$ cat src/rtl/rst_seq_pkg.sv
// Shared types and parameter legality helper for the multi-channel reset sequencer.
package rst_seq_pkg;

  typedef enum logic [1:0] {
    ASSERT      = 2'd0,
    WAIT_STABLE = 2'd1,
    RELEASE     = 2'd2,
    RUN         = 2'd3
  } state_t;

  function automatic bit params_ok(input int num_ch, input int sync_stages, input int debounce,
                                   input int stage_gap, input int sw_pulse);
    return (num_ch >= 1) && (sync_stages >= 2) && (debounce >= 1) &&
           (stage_gap >= 1) && (sw_pulse >= 1);
  endfunction

endpackage

$ cat src/rtl/rst_seq_sync.sv
// Multi-flop synchronizer; clears to 0 so a power-on reset reads as "board reset requested".
module sync_chain #(
  parameter int STAGES = 2
) (
  input  logic clk,
  input  logic rst,
  input  logic d,
  output logic q
);

  logic [STAGES-1:0] chain_reg;

  always_ff @(posedge clk) begin
    if (rst) chain_reg <= '0;
    else     chain_reg <= {chain_reg[STAGES-2:0], d};
  end

  assign q = chain_reg[STAGES-1];

endmodule

$ cat src/rtl/rst_seq.sv
// Reset sequencer: synchronizes/debounces the board reset, releases NUM_CH resets in order,
// and adds per-channel retriggerable software reset pulses while running.
module rst_seq
  import rst_seq_pkg::*;
#(
  parameter int NUM_CH      = 3,
  parameter int SYNC_STAGES = 2,
  parameter int DEBOUNCE    = 4,
  parameter int STAGE_GAP   = 3,
  parameter int SW_PULSE    = 8
) (
  input  logic              clk,
  input  logic              rst,
  input  logic              ext_rst_n,
  input  logic [NUM_CH-1:0] sw_rst_req,
  output logic [NUM_CH-1:0] rst_n_out,
  output logic              all_released,
  output logic              busy
);

  localparam int STW = $clog2(DEBOUNCE + 1);
  localparam int GW  = $clog2(STAGE_GAP + 1);
  localparam int PW  = $clog2(SW_PULSE + 1);

  if (!params_ok(NUM_CH, SYNC_STAGES, DEBOUNCE, STAGE_GAP, SW_PULSE)) begin : g_bad_params
    $error("rst_seq: illegal parameter set");
  end

  logic              sync_q;
  state_t            state_reg, state_next;
  logic [STW-1:0]    stable_reg, stable_next;
  logic [GW-1:0]     gap_reg, gap_next;
  logic [NUM_CH-1:0] rel_reg, rel_next;
  logic [NUM_CH-1:0] pulse_active_next;
  logic [NUM_CH-1:0] rst_n_reg;
  logic              all_rel_reg, busy_reg;

  sync_chain #(.STAGES(SYNC_STAGES)) u_sync (
    .clk (clk),
    .rst (rst),
    .d   (ext_rst_n),
    .q   (sync_q)
  );

  always_ff @(posedge clk) begin
    if (rst) begin
      state_reg  <= ASSERT;
      stable_reg <= '0;
      gap_reg    <= '0;
      rel_reg    <= '0;
    end else begin
      state_reg  <= state_next;
      stable_reg <= stable_next;
      gap_reg    <= gap_next;
      rel_reg    <= rel_next;
    end
  end

  // rel_reg is a thermometer mask of released channels; each release shifts in one more 1.
  always_comb begin
    state_next  = state_reg;
    stable_next = stable_reg;
    gap_next    = gap_reg;
    rel_next    = rel_reg;
    if (!sync_q) begin
      state_next  = ASSERT;
      stable_next = '0;
      gap_next    = '0;
      rel_next    = '0;
    end else begin
      case (state_reg)
        ASSERT: begin
          state_next  = WAIT_STABLE;
          stable_next = STW'(1);
        end
        WAIT_STABLE: begin
          if (stable_reg == STW'(DEBOUNCE)) begin
            rel_next   = NUM_CH'(1);
            gap_next   = '0;
            state_next = (NUM_CH == 1) ? RUN : RELEASE;
          end else if (stable_reg < STW'(DEBOUNCE)) begin
            stable_next = stable_reg + 1'b1;
          end
        end
        RELEASE: begin
          if (gap_reg >= GW'(STAGE_GAP - 1)) begin
            rel_next = NUM_CH'({rel_reg, 1'b1});
            gap_next = '0;
            if (rel_next[NUM_CH-1]) state_next = RUN;
          end else begin
            gap_next = gap_reg + 1'b1;
          end
        end
        RUN:     state_next = RUN;
        default: state_next = ASSERT;
      endcase
    end
  end

  for (genvar gi = 0; gi < NUM_CH; gi++) begin : g_pulse
    logic [PW-1:0] cnt_reg, cnt_next;

    // A new request reloads the full width, so retriggers extend the pulse.
    always_comb begin
      cnt_next = cnt_reg;
      if (!sync_q)
        cnt_next = '0;
      else if (state_reg == RUN && sw_rst_req[gi])
        cnt_next = PW'(SW_PULSE);
      else if (cnt_reg != '0)
        cnt_next = cnt_reg - 1'b1;
    end

    always_ff @(posedge clk) begin
      if (rst) cnt_reg <= '0;
      else     cnt_reg <= cnt_next;
    end

    assign pulse_active_next[gi] = (cnt_next != '0);
  end

  always_ff @(posedge clk) begin
    if (rst) begin
      rst_n_reg   <= '0;
      all_rel_reg <= 1'b0;
      busy_reg    <= 1'b1;
    end else begin
      rst_n_reg   <= rel_next & ~pulse_active_next;
      all_rel_reg <= (state_next == RUN) && (pulse_active_next == '0);
      busy_reg    <= !((state_next == RUN) && (pulse_active_next == '0));
    end
  end

  assign rst_n_out    = rst_n_reg;
  assign all_released = all_rel_reg;
  assign busy         = busy_reg;

endmodule

$ cat config.mk
export PLATFORM = sky130hd
export DESIGN_NAME = rst_seq
export DESIGN_NICKNAME = d
export VERILOG_FILES = /design/src/rtl/rst_seq_pkg.sv /design/src/rtl/rst_seq_sync.sv /design/src/rtl/rst_seq.sv
export SDC_FILE = /design/constraint.sdc
export NUM_CORES = 1
export LEC_CHECK = 0
export CORE_MARGIN = 1.5
export CORE_UTILIZATION = 30
export DETAILED_ROUTE_END_ITERATION = 8
export SLEW_MARGIN = 40
export SYNTH_ARGS = -nofsm -noshare
export SYNTH_HDL_FRONTEND = slang
export SYNTH_SLANG_ARGS = --single-unit
$ cat constraint.sdc
create_clock -name clk -period 4.69 [get_ports clk]
set_clock_uncertainty 0.15 [all_clocks]
set_input_delay 0.938 -clock clk [delete_from_list [all_inputs] [get_ports clk]]
set_output_delay 0.938 -clock clk [all_outputs]
set_load 0.01 [all_outputs]
# Yosys cells after proc, flatten, opt, wreduce, memory -nomap -nowiden
# Index checks and enable logic that the tools add are counted.
# word_totals
inputBits,6
regBits,29
# op_classes
muxes,24
n_lt_le_gt_ge,2
n_bitwise,3
n_reduce_logical,18
eq_ne,8
add_sub_neg,5
# op_table
cell,count
4-bit 2-to-1 mux,9
4-bit nonzero test,6
3-bit 2-to-1 mux,5
2-bit 2-to-1 mux,6
3-bit one-hot mux with 2 select lines,2
4-bit by 1-bit subtractor with 4-bit output (second input constant),3
2-bit one-hot mux with 4 select lines,1
2-bit == test (second input constant),3
2-bit inequality test (second input constant),3
1-bit logical AND,4
2-bit one-hot mux with 2 select lines,1
2-bit nonzero test,2
3-bit by 1-bit adder with 3-bit output (second input constant),1
3-bit bitwise AND,1
3-bit == test (second input constant),1
3-bit logical NOT,1
3-bit less-than comparator (second input constant),1
3-bit NOT,1
3-bit AND reduction,1
2-bit by 1-bit adder with 2-bit output (second input constant),1
2-bit by 1-bit == test with 1-bit output (second input constant),1
2-bit greater-or-equal comparator (second input constant),1
2-bit logical NOT,1
2-bit AND reduction,1
other kinds (3),3

# Logic depth before layout (Yosys ltp)
# Gate-level depths: netlist of the first run.
# depth
ltp_word,8
mapped_depth,7
depth_no_buf,6

# Cells and area by module
# A second synthesis of the first run with hierarchy kept.
# hier_totals
hier_cells,157
area_unflattened_um2,1406.3
# modules_own_cells
module,cells_each,instances,seq_area_each_um2,area_each_um2
rst_seq,153,1,540.5,1353.8
sync_chain,4,1,40.0,52.6

# Least setup slack after synthesis of the first run
# No wires, ideal clock.
# synth_timing
path_kind,in2reg
startpoint,input sw_rst_req[0]
endpoint,"register busy_reg, in the netlist busy"
required_time_ns,4.394
setup_time_ns,0.146
n_path_buf,0
slack_ns,2.709
arrival_ns,1.686
stages,3
path_cell_list,a221o_1 -> a221oi_2 -> o2111ai_1
# synth_via
elab_chain_len,7
# synth_rtl
item,line_no,text
from (decl),rst_seq.sv:15,"input logic [NUM_CH-1:0] sw_rst_req,"
1-bit logical AND,rst_seq.sv:108,else if (state_reg == RUN && sw_rst_req[gi])
4-bit 2-to-1 mux,rst_seq.sv:108,
4-bit 2-to-1 mux,rst_seq.sv:106,if (!sync_q)
4-bit nonzero test,rst_seq.sv:119,assign pulse_active_next[gi] = (cnt_next != '0);
3-bit logical NOT,rst_seq.sv:130,busy_reg <= !((state_next == RUN) && (pulse_active_next == '0));
1-bit logical AND,rst_seq.sv:130,
1-bit logical NOT,rst_seq.sv:130,
to (signal assigned),rst_seq.sv:130,
to (decl),rst_seq.sv:36,"logic all_rel_reg, busy_reg;"
# No other way between the ends.
# A chain may end at the register's enable or synchronous reset.

==> summary.md, run 1 <==
| Metric | Value |
|---|---|
| Syn Area/Cell | `8.98 um^2` |
| TritonCTS clock tree | `built` |
| Status | `completed` |
| Max reg flops | `12` |
| Max clock buf depth | `2` |
| WP data required | `4690 ps` |
| Drt first pass iters | `4` |
| Most frequent cells in the layout | `dfxtp_1 (29), nor2_1 (17), inv_1 (14)` |
| RePlAce Congestion | `0.811` |
| Share of the synthesized area in the top cell type | `39.7%` |
| #FFs+latches synth | `29` |
| Min Tclk post-route | `2540 ps` |
| Post-synthesis cell count | `163` |
| DP HPWL | `1.90 mm` |
| I/O Buffers | `10` |
| Die Wd | `72.9 um` |
| Core ar. | `4720 um^2` |
| F_max | `394 MHz` |
| Root buf cell | `clkbuf_8` |
| Synth warn | `0` |
| Latest clock arrival within the worst-skew pair | `280 ps` |
| Top_reg_cell synth | `dfxtp_1` |
| # H-tree levels | `2` |
| Area Overhead vs Synth | `16.3%` |
| Final Setup Violations | `0` |
| Final critical-path share of the clock period | `54.2%` |
| Largest net degree at the start of global routing | `17` |
| P_sw | `0.108 mW` |
| Power per Cell Area | `273 nW/um^2` |
| Hold Crit Class | `reg2reg` |
| Setup TNS | `0 ps` |
| Yosys top cell by area | `dfxtp_1` |
| Kind of critical path | `in2reg` |
| Final ANT Viol Nets | `0` |
| Worst VDD drop | `0.158 mV` |
| CTS Buf Count | `5` |
| Total Routing Usage GR | `11.6%` |
| Fin. Hold Viols | `0` |
| Initial Util | `31.0%` |
| Max-slew violation count | `0` |
| Non-Filler Instances | `243` |
| Post-synthesis sequential area ratio | `39.7%` |
| Inst Count DP | `235` |
| Sw frac | `23.3%` |
| DRC Markers | `0` |
| Critical path arrival | `2540 ps` |
| Reg power frac | `53.5%` |
| Post-CTS Resized | `0` |
| Leakage | `0.589 nW` |
| Slew margin rel. | `65.4%` |
| Wire length of the first global-routing pass | `4.76 mm` |
| Final #Nets | `190` |
| Crit end category | `flip-flop` |
| Die height | `72.9 um` |
| Cell variety after synth | `52` |
| Syn nets | `178` |
| Worst slew pin tran | `519 ps` |
| DR vias/cell | `4.74` |
| Initial DRC Count | `43` |
| Comb pwr share | `2.9%` |
| Number of synthesized flops with an enable pin | `0` |
| RSZ-0062 raised after global routing | `false` |
| Worst-path clk slew | `70 ps` |
| Post-Layout Inst Area | `1700 um^2` |
| Filler cells | `496` |
| Worst-path fanout max | `16` |
| Vias in the first global route | `1103` |
| Via count | `1152` |
| Max Cap Violations | `0` |
| Clock power frac | `43.6%` |
| Crit start category | `primary input` |
| WL final | `2.66 mm` |
| Mapped cell area | `1460 um^2` |
| # rows | `25` |
| Antenna violations before repair | `0` |
| Total power | `0.465 mW` |
| Share of post-route cells with drive strength above 1 | `7.95%` |
| IO Pins | `11` |
| Async SR Flop Fraction | `0%` |
| Number of setup buffers added after CTS | `0` |
| Crit path max-delay cell type | `clkdlybuf4s50_1` |
| Clk sink count | `29` |
| Die area | `5310 um^2` |
| Pint | `0.356 mW` |
| GR Overflow Total | `0` |
| Commonest non-fill, non-tap cell in the layout | `dfxtp_1` |
| Ant. Diodes | `0` |
| CTS Hold Bufs | `0` |
| Area after DPL | `1620 um^2` |
| Top post-synthesis cells by area | `dfxtp_1 (40%), ha_1 (7.7%), nor2_1 (4.4%)` |
| Avg WL per Cell | `11.0 um` |
| Crit-path cells | `clkdlybuf4s50_1, or2b_1, nor4_1, o2111ai_1` |
| Slowest stage delay, CP | `530 ps` |
## worst max-delay path, delay by kind of cell
| family | cells | cell delay, ps |
|---|---|---|
| AOI/OAI and AO/OA | 1 | 160 |
| and+or+nand+nor | 2 | 910 |
| buffers and inverters | 1 | 530 |
## cell usage after synthesis, types with 2 or more instances
cell and number:
dfxtp_1 29, nor2_1 17, inv_1 14, a21oi_1 9
ha_1 9, nand2_1 7, nor2b_1 6, a211oi_1 5
nor3_1 5, o21ai_0 5, clkbuf_1 3, nand2b_1 3
nand3_1 3, nand3b_1 3, xnor2_1 3, a311oi_1 2
and2_1 2, mux2i_1 2, nor4_1 2, or3b_1 2
## area by class of cell
| type | count | area (um^2) | share of cell area, % |
|---|---|---|---|
| multi-input combinational | 115 | 800 | 47.0 |
| sequential | 29 | 581 | 34.1 |
| timing repair buffer | 10 | 100 | 5.88 |
| tap | 67 | 83.8 | 4.92 |
| clock buffer | 5 | 68.8 | 4.04 |
| inverter | 14 | 52.6 | 3.09 |
| clock inverter | 3 | 17.5 | 1.03 |
## power by group through the flow
stage	clock, mW	sequential, mW	combinational (mW)
6_report	0.203	0.248	0.0135
5_1_grt	0.217	0.248	0.0150
2_1_floorplan	0	0.254	0.00684
3_5_place_dp	0	0.254	0.0135
4_1_cts	0.211	0.248	0.0137
3_3_place_gp	0	0.254	0.0136
## metrics by stage
step	hold WS [ps]	utilization [%]	setup WS, ps
floorplan	264	-	2710
global placement	272	34.2	1880
detailed placement	277	34.2	1820
CTS	291	36.1	2130
global route	310	36.1	1930
finish	284	36.1	2150
## path summary, 6_finish.rpt
path | slack [ps] | to | startpoint | depth (start not counted)
max reg2reg | 2650 | busy$_SDFF_PP1_ | state_reg[1]$_SDFF_PP0_ | 6
max | 2150 | busy$_SDFF_PP1_ | rst | 4
min | 280 | u_sync.chain_reg[1]$_SDFF_PP0_ | u_sync.chain_reg[0]$_SDFF_PP0_ | 1
min reg2reg | 280 | u_sync.chain_reg[1]$_SDFF_PP0_ | u_sync.chain_reg[0]$_SDFF_PP0_ | 1
## cells by family (layout without fill, tap and decap cells)
family,after synthesis,after routing,share of synthesized area [%]
DFF,29,29,39.7
xor gates and xnor gates,4,4,2.39
buffers and inverters,19,32,5.73
muxes,2,2,1.37
AOI/OAI and AO/OA,42,42,21.3
adders and majority gates,9,9,7.69
and+or+nand+nor,58,58,21.9
## routing by layer
metal  up-vias  track usage, %  share of wire, %
li1        605               -                 -
met4         0            7.34               2.2
met3         6            3.18               3.4
met2        11            17.3                44
met5         -               0                 0
met1       530            14.7                51
(Power assumes the default switching activity.)
==> inputs of run 2 (changes only) <==
Clock period 4.69 ns to 2.2 ns, I/O delays scaled along.
==> run 2 against run 1 <==
Hold slack lost 0.81 ps. Cell area grew 1.4%. Non-clock buffer count grew 4. Routed wire length grew 8.9%. Final cell count grew 1.6%. Global-route usage grew 0.84 points. Register-to-register slack lost 2400 ps. Combinational power grew 140%. First-iteration DRC count shrank 7.0%. Sequential cell count is the same. Via count grew 4.7%. Largest cell class unchanged. Largest power group unchanged.
==> summary.md, run 2 (synthesized netlist as in run 1, its figures left out) <==
| Metric | Value |
|---|---|
| Reg2reg end | `busy$_SDFF_PP1_` |
| TritonCTS clock tree | `built` |
| Crit start category | `flip-flop` |
| Pint | `0.769 mW (+120%)` |
| Final hold slack | `283 ps (-0.811 ps)` |
| Worst VDD drop | `0.341 mV (+120%)` |
| Via count | `1206 (+4.7%)` |
| DR vias/cell | `4.88 (+3.0%)` |
| # H-tree levels | `2 (unchanged)` |
| WL final | `2.90 mm (+8.9%)` |
| Die Wd | `72.9 um (unchanged)` |
| Sw frac | `22.5% (-0.81 points)` |
| Hold Crit Class | `reg2reg` |
| Largest net degree at the start of global routing | `12 (-5)` |
| Final ANT Viol Nets | `0 (unchanged)` |
| Slew margin rel. | `72.0% (+6.6 points)` |
| Drt first pass iters | `4 (unchanged)` |
| Worst slew pin tran | `416 ps (-102 ps)` |
| Reg2reg setup slack | `220 ps (-2430 ps)` |
| Power per Cell Area | `574 nW/um^2 (+110%)` |
| Die area | `5310 um^2 (unchanged)` |
| Core ar. | `4720 um^2 (unchanged)` |
| Setup TNS | `0 ps (unchanged)` |
| Ant. Diodes | `0 (unchanged)` |
| Vias in the first global route | `1121 (+1.6%)` |
| GR Overflow Total | `0 (unchanged)` |
| Fin. Hold Viols | `0 (unchanged)` |
| CTS Buf Count | `5 (unchanged)` |
| Reg power frac | `53.4% (about the same)` |
| Wire length of the first global-routing pass | `5.05 mm (+6.1%)` |
| Worst reg2reg path depth | `6 (unchanged)` |
| Antenna violations before repair | `0 (unchanged)` |
| Final Setup Violations | `0 (unchanged)` |
| Clock power frac | `43.4% (-0.2 points)` |
| Area Overhead vs Synth | `17.9%` |
| Most frequent cells in the layout | `dfxtp_1 (29), nor2_1 (17), inv_1 (14)` |
| Post-CTS Resized | `0 (unchanged)` |
| Leakage | `0.605 nW (+2.6%)` |
| Gr busiest metal | `met2` |
| CTS Hold Bufs | `0 (unchanged)` |
| DRC Markers | `0 (unchanged)` |
| F_max | `505 MHz` |
| RSZ-0062 raised after global routing | `false` |
| I/O Buffers | `10 (unchanged)` |
| Comb pwr share | `3.2% (+0.3 points)` |
| Die height | `72.9 um (unchanged)` |
| P_sw | `0.223 mW (+110%)` |
| Max reg flops | `12 (unchanged)` |
| Kind of critical path | `reg2reg` |
| GR met1 Demand/Resource | `16.5% (+1.8 points)` |
| Commonest non-fill, non-tap cell in the layout | `dfxtp_1` |
| Avg WL per Cell | `11.7 um (+7.2%)` |
| Hold Path Depth | `1 (unchanged)` |
| Total Routing Usage GR | `12.4% (+0.84 points)` |
| Hold Path Origin | `u_sync.chain_reg[0]$_SDFF_PP0_` |
| FF-to-FF Start | `g_pulse[2].cnt_reg[0]$_SDFF_PP0_` |
| Post-Layout Inst Area | `1730 um^2 (+1.4%)` |
| Worst-path fanout max | `5 (-11)` |
| Filler cells | `493 (-0.60%)` |
| Number of setup buffers added after CTS | `0 (unchanged)` |
| Worst-path clk slew | `60 ps (about the same)` |
| Max Cap Violations | `0 (unchanged)` |
| Min Tclk post-route | `1980 ps` |
| Critical path arrival | `1970 ps (-570 ps)` |
| RePlAce Congestion | `0.760 (-6.3%)` |
| Final #Nets | `194 (+2.1%)` |
| GR Layer Usage met2 | `18.1% (+0.82 points)` |
| Share of post-route cells with drive strength above 1 | `8.33% (+0.38 points)` |
| DP HPWL | `2.05 mm (+8.1%)` |
| Final critical-path share of the clock period | `89.9%` |
| IO Pins | `11 (unchanged)` |
| Status | `completed` |
| Latest clock arrival within the worst-skew pair | `280 ps (about the same)` |
| Hold Path End | `u_sync.chain_reg[1]$_SDFF_PP0_` |
| Crit end category | `flip-flop` |
| Initial DRC Count | `40 (-7.0%)` |
| Clk sink count | `29 (unchanged)` |
| Max clock buf depth | `2 (unchanged)` |
| Area after DPL | `1650 um^2 (+1.9%)` |
| Max-slew violation count | `0 (unchanged)` |
| Met3 global-route usage | `3.04% (-0.14 points)` |
| Inst Count DP | `239 (+1.7%)` |
| Initial Util | `31.0% (unchanged)` |
| # rows | `25 (unchanged)` |
| Root buf cell | `clkbuf_8` |
| Non-Filler Instances | `247 (+1.6%)` |
| WP data required | `2190 ps (-2500 ps)` |
==> run 2: worst max path at each step <==
stage          slack, ps               to  cells past startpoint                              from
3_5_place_dp         100  busy$_SDFF_PP1_                      4                               rst
6_report             220  busy$_SDFF_PP1_                      6  g_pulse[2].cnt_reg[0]$_SDFF_PP0_
4_1_cts              220  busy$_SDFF_PP1_                      6  g_pulse[2].cnt_reg[0]$_SDFF_PP0_
2_1_floorplan        410  busy$_SDFF_PP1_                      6  g_pulse[2].cnt_reg[0]$_SDFF_PP0_
3_3_place_gp         200  busy$_SDFF_PP1_                      4                               rst
5_1_grt               70  busy$_SDFF_PP1_                      6  g_pulse[2].cnt_reg[0]$_SDFF_PP0_
==> run 2: final cells by class <==
cell class | count | area [um^2] | share of cell area, %
repair buffers | 14 | 130 | 7.54
flip-flops and latches | 29 | 581 | 33.6
multi-input cells | 115 | 800 | 46.3
clock buffers | 8 | 80.1 | 4.64
well taps | 67 | 83.8 | 4.86
inverters | 14 | 52.6 | 3.04
==> run 2: layer usage <==
metal / up-vias / share of wire, %
met3: 5 / 3.5
li1: 611 / -
met5: - / 0
met1: 570 / 50
met4: 0 / 2.0
met2: 20 / 45
==> run 2: worst max-delay path, cell delays in order (launching register included) <==
cell	delay, ps
dfxtp_1	350
inv_1	70
ha_1	230
or3b_4	430
o32ai_1	240
a31o_1	240
o2111ai_1	120
==> run 2: power by group through the flow <==
stage	Clock, mW	Sequential, mW	Combinational [mW]
after floorplan	0	0.541	0.0146
after global placement	0	0.542	0.0315
after detailed placement	0	0.542	0.0319
after CTS	0.445	0.530	0.0322
after global routing	0.470	0.530	0.0349
final	0.430	0.530	0.0318
==> run 2: through the flow <==
step,power [mW],setup slack [ps],utilization [%]
after CTS,1.01,223,36.6
after global routing,1.03,74.9,36.6
after detailed placement,0.573,105,34.9
after global placement,0.573,199,34.9
after floorplan,0.556,407,-
final,0.992,221,36.6
==> RTL edit 1: new RTL, settings of run 2 <==
Remove the register `all_rel_reg`: a continuous assignment takes its place, so the output `all_released` follows one clock earlier.
--- a/src/rtl/rst_seq.sv
+++ b/src/rtl/rst_seq.sv
@@ -123,12 +123,12 @@
     if (rst) begin
       rst_n_reg   <= '0;
-      all_rel_reg <= 1'b0;
       busy_reg    <= 1'b1;
     end else begin
       rst_n_reg   <= rel_next & ~pulse_active_next;
-      all_rel_reg <= (state_next == RUN) && (pulse_active_next == '0);
       busy_reg    <= !((state_next == RUN) && (pulse_active_next == '0));
     end
   end
+
+  assign all_rel_reg = (state_next == RUN) && (pulse_active_next == '0);
 
   assign rst_n_out    = rst_n_reg;
Function: same outputs for any inputs over 10 cycles, from zero or initial values and one cycle with rst high; that may be too few to reach the edited logic, so the function may still have changed.
==> RTL edit 1 against run 2 <==
The flow now finishes with violations (negative setup slack); worst setup slack worse by 0.56 ns; sequential cell count down 1; total power down 3.1%; cell area up 11%; core utilization up 7.1 points; wire length down 0.45%; maximum frequency down 22%; area after synthesis down 6.6%; critical path type is now register to primary output; largest cell class unchanged; largest power group unchanged.
==> RTL edit 1: results (changes against run 2) <==
Met3 Wirelength = 73 um (-28%)
Iteration-0 DRC Markers = 26 (-35%)
Global-route wire length before repair = 5190 um (+2.7%)
Status = finished, violations left
Routed len/inst = 11.0 um (-6.5%)
H-Tree Depth = 1 (-1)
CP arrival = 1.95 ns (-0.02 ns)
DPL Wire Length = 2170 um (+5.9%)
Flop2flop setup slack = 0.12 ns (-0.10 ns)
Commonest cells post-synth = dfxtp_1 (28), nor2_1 (22), inv_1 (13), nand2_1 (11)
Slew Limit Headroom = 70.8% (-1.2 points)
Post-Place Setup Slack = -0.638 ns (-0.742 ns)
WHS = 0.310 ns (+0.0270 ns)
Cell family with most CP delay = simple AND/OR/NAND/NOR gates
Setup violations, final = 1 (+1)
Share of layout cells above drive strength 1 = 26.5% (+18 points)
All-Layer GR Usage = 12.7% (+0.21 points)
Source of the critical timing path = g_pulse[0].cnt_reg[1]$_SDFF_PP0_
Failing checks = negative setup slack
Post-Syn Area per Cell = 8.44 um^2 (-6.0%)
Clock power frac = 43.0% (-0.4 points)
Vias per Instance = 4.74 (-3.0%)
Maximum VDD drop = 0.230 mV (-32%)
Worst Setup EP = all_released
R2R Path Start = g_pulse[2].cnt_reg[1]$_SDFF_PP0_
Setup WS post-layout = -0.337 ns (-0.558 ns)
Met3 Usage GRT = 2.31% (-0.73 points)
## RTL edit 1: layout make-up
cell class / instances / area share [%]
Multi-Input combinational cell: 118 / 41.1
Sequential cell: 28 / 29.5
Timing Repair Buffer: 47 / 19.5
Tap cell: 52 / 3.40
Inverter: 14 / 2.75
Clock buffer: 3 / 2.16
Clock inverter: 1 / 1.57
## RTL edit 1: cells by family after synthesis
logic type,share of synthesized area (%)
simple gates,25.9
fa+ha+maj,8.23
flops,41.0
buf+inv,4.39
compound gates,17.3
xor+xnor,3.20
## RTL edit 1: repair_timing
action,CTS,global route
pin swaps,1,2
resized for setup,6,8
cloned,0,0
endpoints found under the setup margin,1,2
## RTL edit 1: metrics by stage
step	instance area [um^2]	setup TNS (ns)	cells
6_report	1910	-0.337	263
5_1_grt	1910	-0.441	263
4_1_cts	1890	-0.365	263
3_5_place_dp	1820	-0.638	259
3_3_place_gp	1820	-0.618	259
2_1_floorplan	1380	0	162
==> RTL edit 2: new RTL, settings of run 2 <==
Made on the original files. Set the parameter `SYNC_STAGES` to 4 (it was 2).
--- a/src/rtl/rst_seq.sv
+++ b/src/rtl/rst_seq.sv
@@ -5,5 +5,5 @@
 #(
   parameter int NUM_CH      = 3,
-  parameter int SYNC_STAGES = 2,
+  parameter int SYNC_STAGES = 4,
   parameter int DEBOUNCE    = 4,
   parameter int STAGE_GAP   = 3,
Behaviour: not the same (a bounded check fails within 10 cycles, from zero or initial values and one cycle with rst high).
==> RTL edit 2 against run 2 <==
Cell area rose by 5.4%; total power rose by 18%; area after synthesis rose by 0.26%; core utilization rose by 2.0 points; maximum frequency fell by 4.3%; sequential share of layout area rose by 0.47 points; wire length fell by 6.4%; sequential cell count rose by 2; worst setup slack got worse by 0.090 ns; clock power rose by 37%; die area rose by 0.25%; global-route usage fell by 0.37 points.
==> RTL edit 2: results (changes against run 2) <==
Fillers = 477 (-3.2%)
Share of layout cells above drive strength 1 = 11.8% (+3.4 points)
Worst Hold Launch = u_sync.chain_reg[2]$_SDFF_PP0_
Commonest cells post-synth = dfxtp_1 (31), nor2_1 (18), nand2_1 (13), inv_1 (12), ha_1 (9)
Largest net degree at the start of global routing = 11 (-1)
Worst Hold Path EP = u_sync.chain_reg[3]$_SDFF_PP0_
Fin nets = 201 (+3.6%)
Mux share of post-synthesis cell area = 0% (-1.4 points)
Vias in the first global route = 1134 (+1.2%)
Compound-gate portion of the synthesized area = 19.2% (-2.1 points)
Global-route wire length before repair = 4910 um (-2.9%)
GP Congestion = 0.786 (+3.4%)
Area share of xor/xnor cells in the synthesized design = 2.98% (+0.59 points)
Mapped Cells = 163 (unchanged)
Cells after DPL = 246 (+2.9%)
Via count = 1185 (-1.7%)
Dpl cell area = 0.00170 mm^2 (+3.4%)
All-Layer GR Usage = 12.1% (-0.37 points)
Iteration-0 DRC Markers = 30 (-25%)
CP arrival = 2.09 ns (+0.12 ns)
DPL Wire Length = 2020 um (-1.4%)
P_comb = 0.0000209 W (-34%)
Int Pwr = 0.000943 W (+23%)
Cell variety after synth = 43 (-17%)
CTS buffer count = 5 (unchanged)
Period utilisation layout = 94.0% (+4.1 points)
Routed len/inst = 10.7 um (-9.0%)
Static leakage = 0.662 nW (+9.4%)
Worst-Skew Late Latency = 0.28 ns (about the same)
Pwr Density = 645 mW/mm^2 (+12%)
Area contributors post-synth = dfxtp_1 (42%), ha_1 (7.7%), nor2_1 (4.6%)
R2R Path Start = g_pulse[2].cnt_reg[1]$_SDFF_PP0_
Top FF cell, synth = dfxtp_1
Slew Limit Headroom = 76.7% (+4.7 points)
Status = finished, final reports clean
Maximum VDD drop = 0.432 mV (+27%)
WHS = 0.289 ns (+0.00606 ns)
Vias per Instance = 4.67 (-4.4%)
Adder-cell share of the synthesized area = 7.67% (-0.020 points)
Register area share after synthesis = 42.3% (+2.6 points)
## RTL edit 2: area by class of cell
class / count / area [um^2] / share of cell area (%)
Clock buffer: 6 / 82.6 / 4.54
Clock inverter: 2 / 35.0 / 1.92
Inverter: 12 / 45.0 / 2.47
Multi-Input combinational cell: 118 / 793 / 43.6
Sequential cell: 31 / 621 / 34.1
Tap cell: 67 / 83.8 / 4.60
Timing Repair Buffer: 18 / 160 / 8.80
## RTL edit 2: kinds of logic (layout without fill, tap and decap cells)
logic type,Yosys count,in the layout
and+or+nand+nor,68,68
AOI/OAI and AO/OA,36,36
DFF,31,31
buffers and inverters,14,38
adders and majority gates,9,9
xor gates and xnor gates,5,5
## RTL edit 2: per-layer routing
layer / part of all wire (%) / vias up / wire (um) / global-route usage, %
met4: 2.2 / 0 / 59 / 5.66
met3: 4.1 / 7 / 111 / 4.28
met1: 53 / 540 / 1440 / 15.9
li1: - / 622 / - / -
met2: 41 / 16 / 1110 / 17.5
met5: 0 / - / 0 / 0
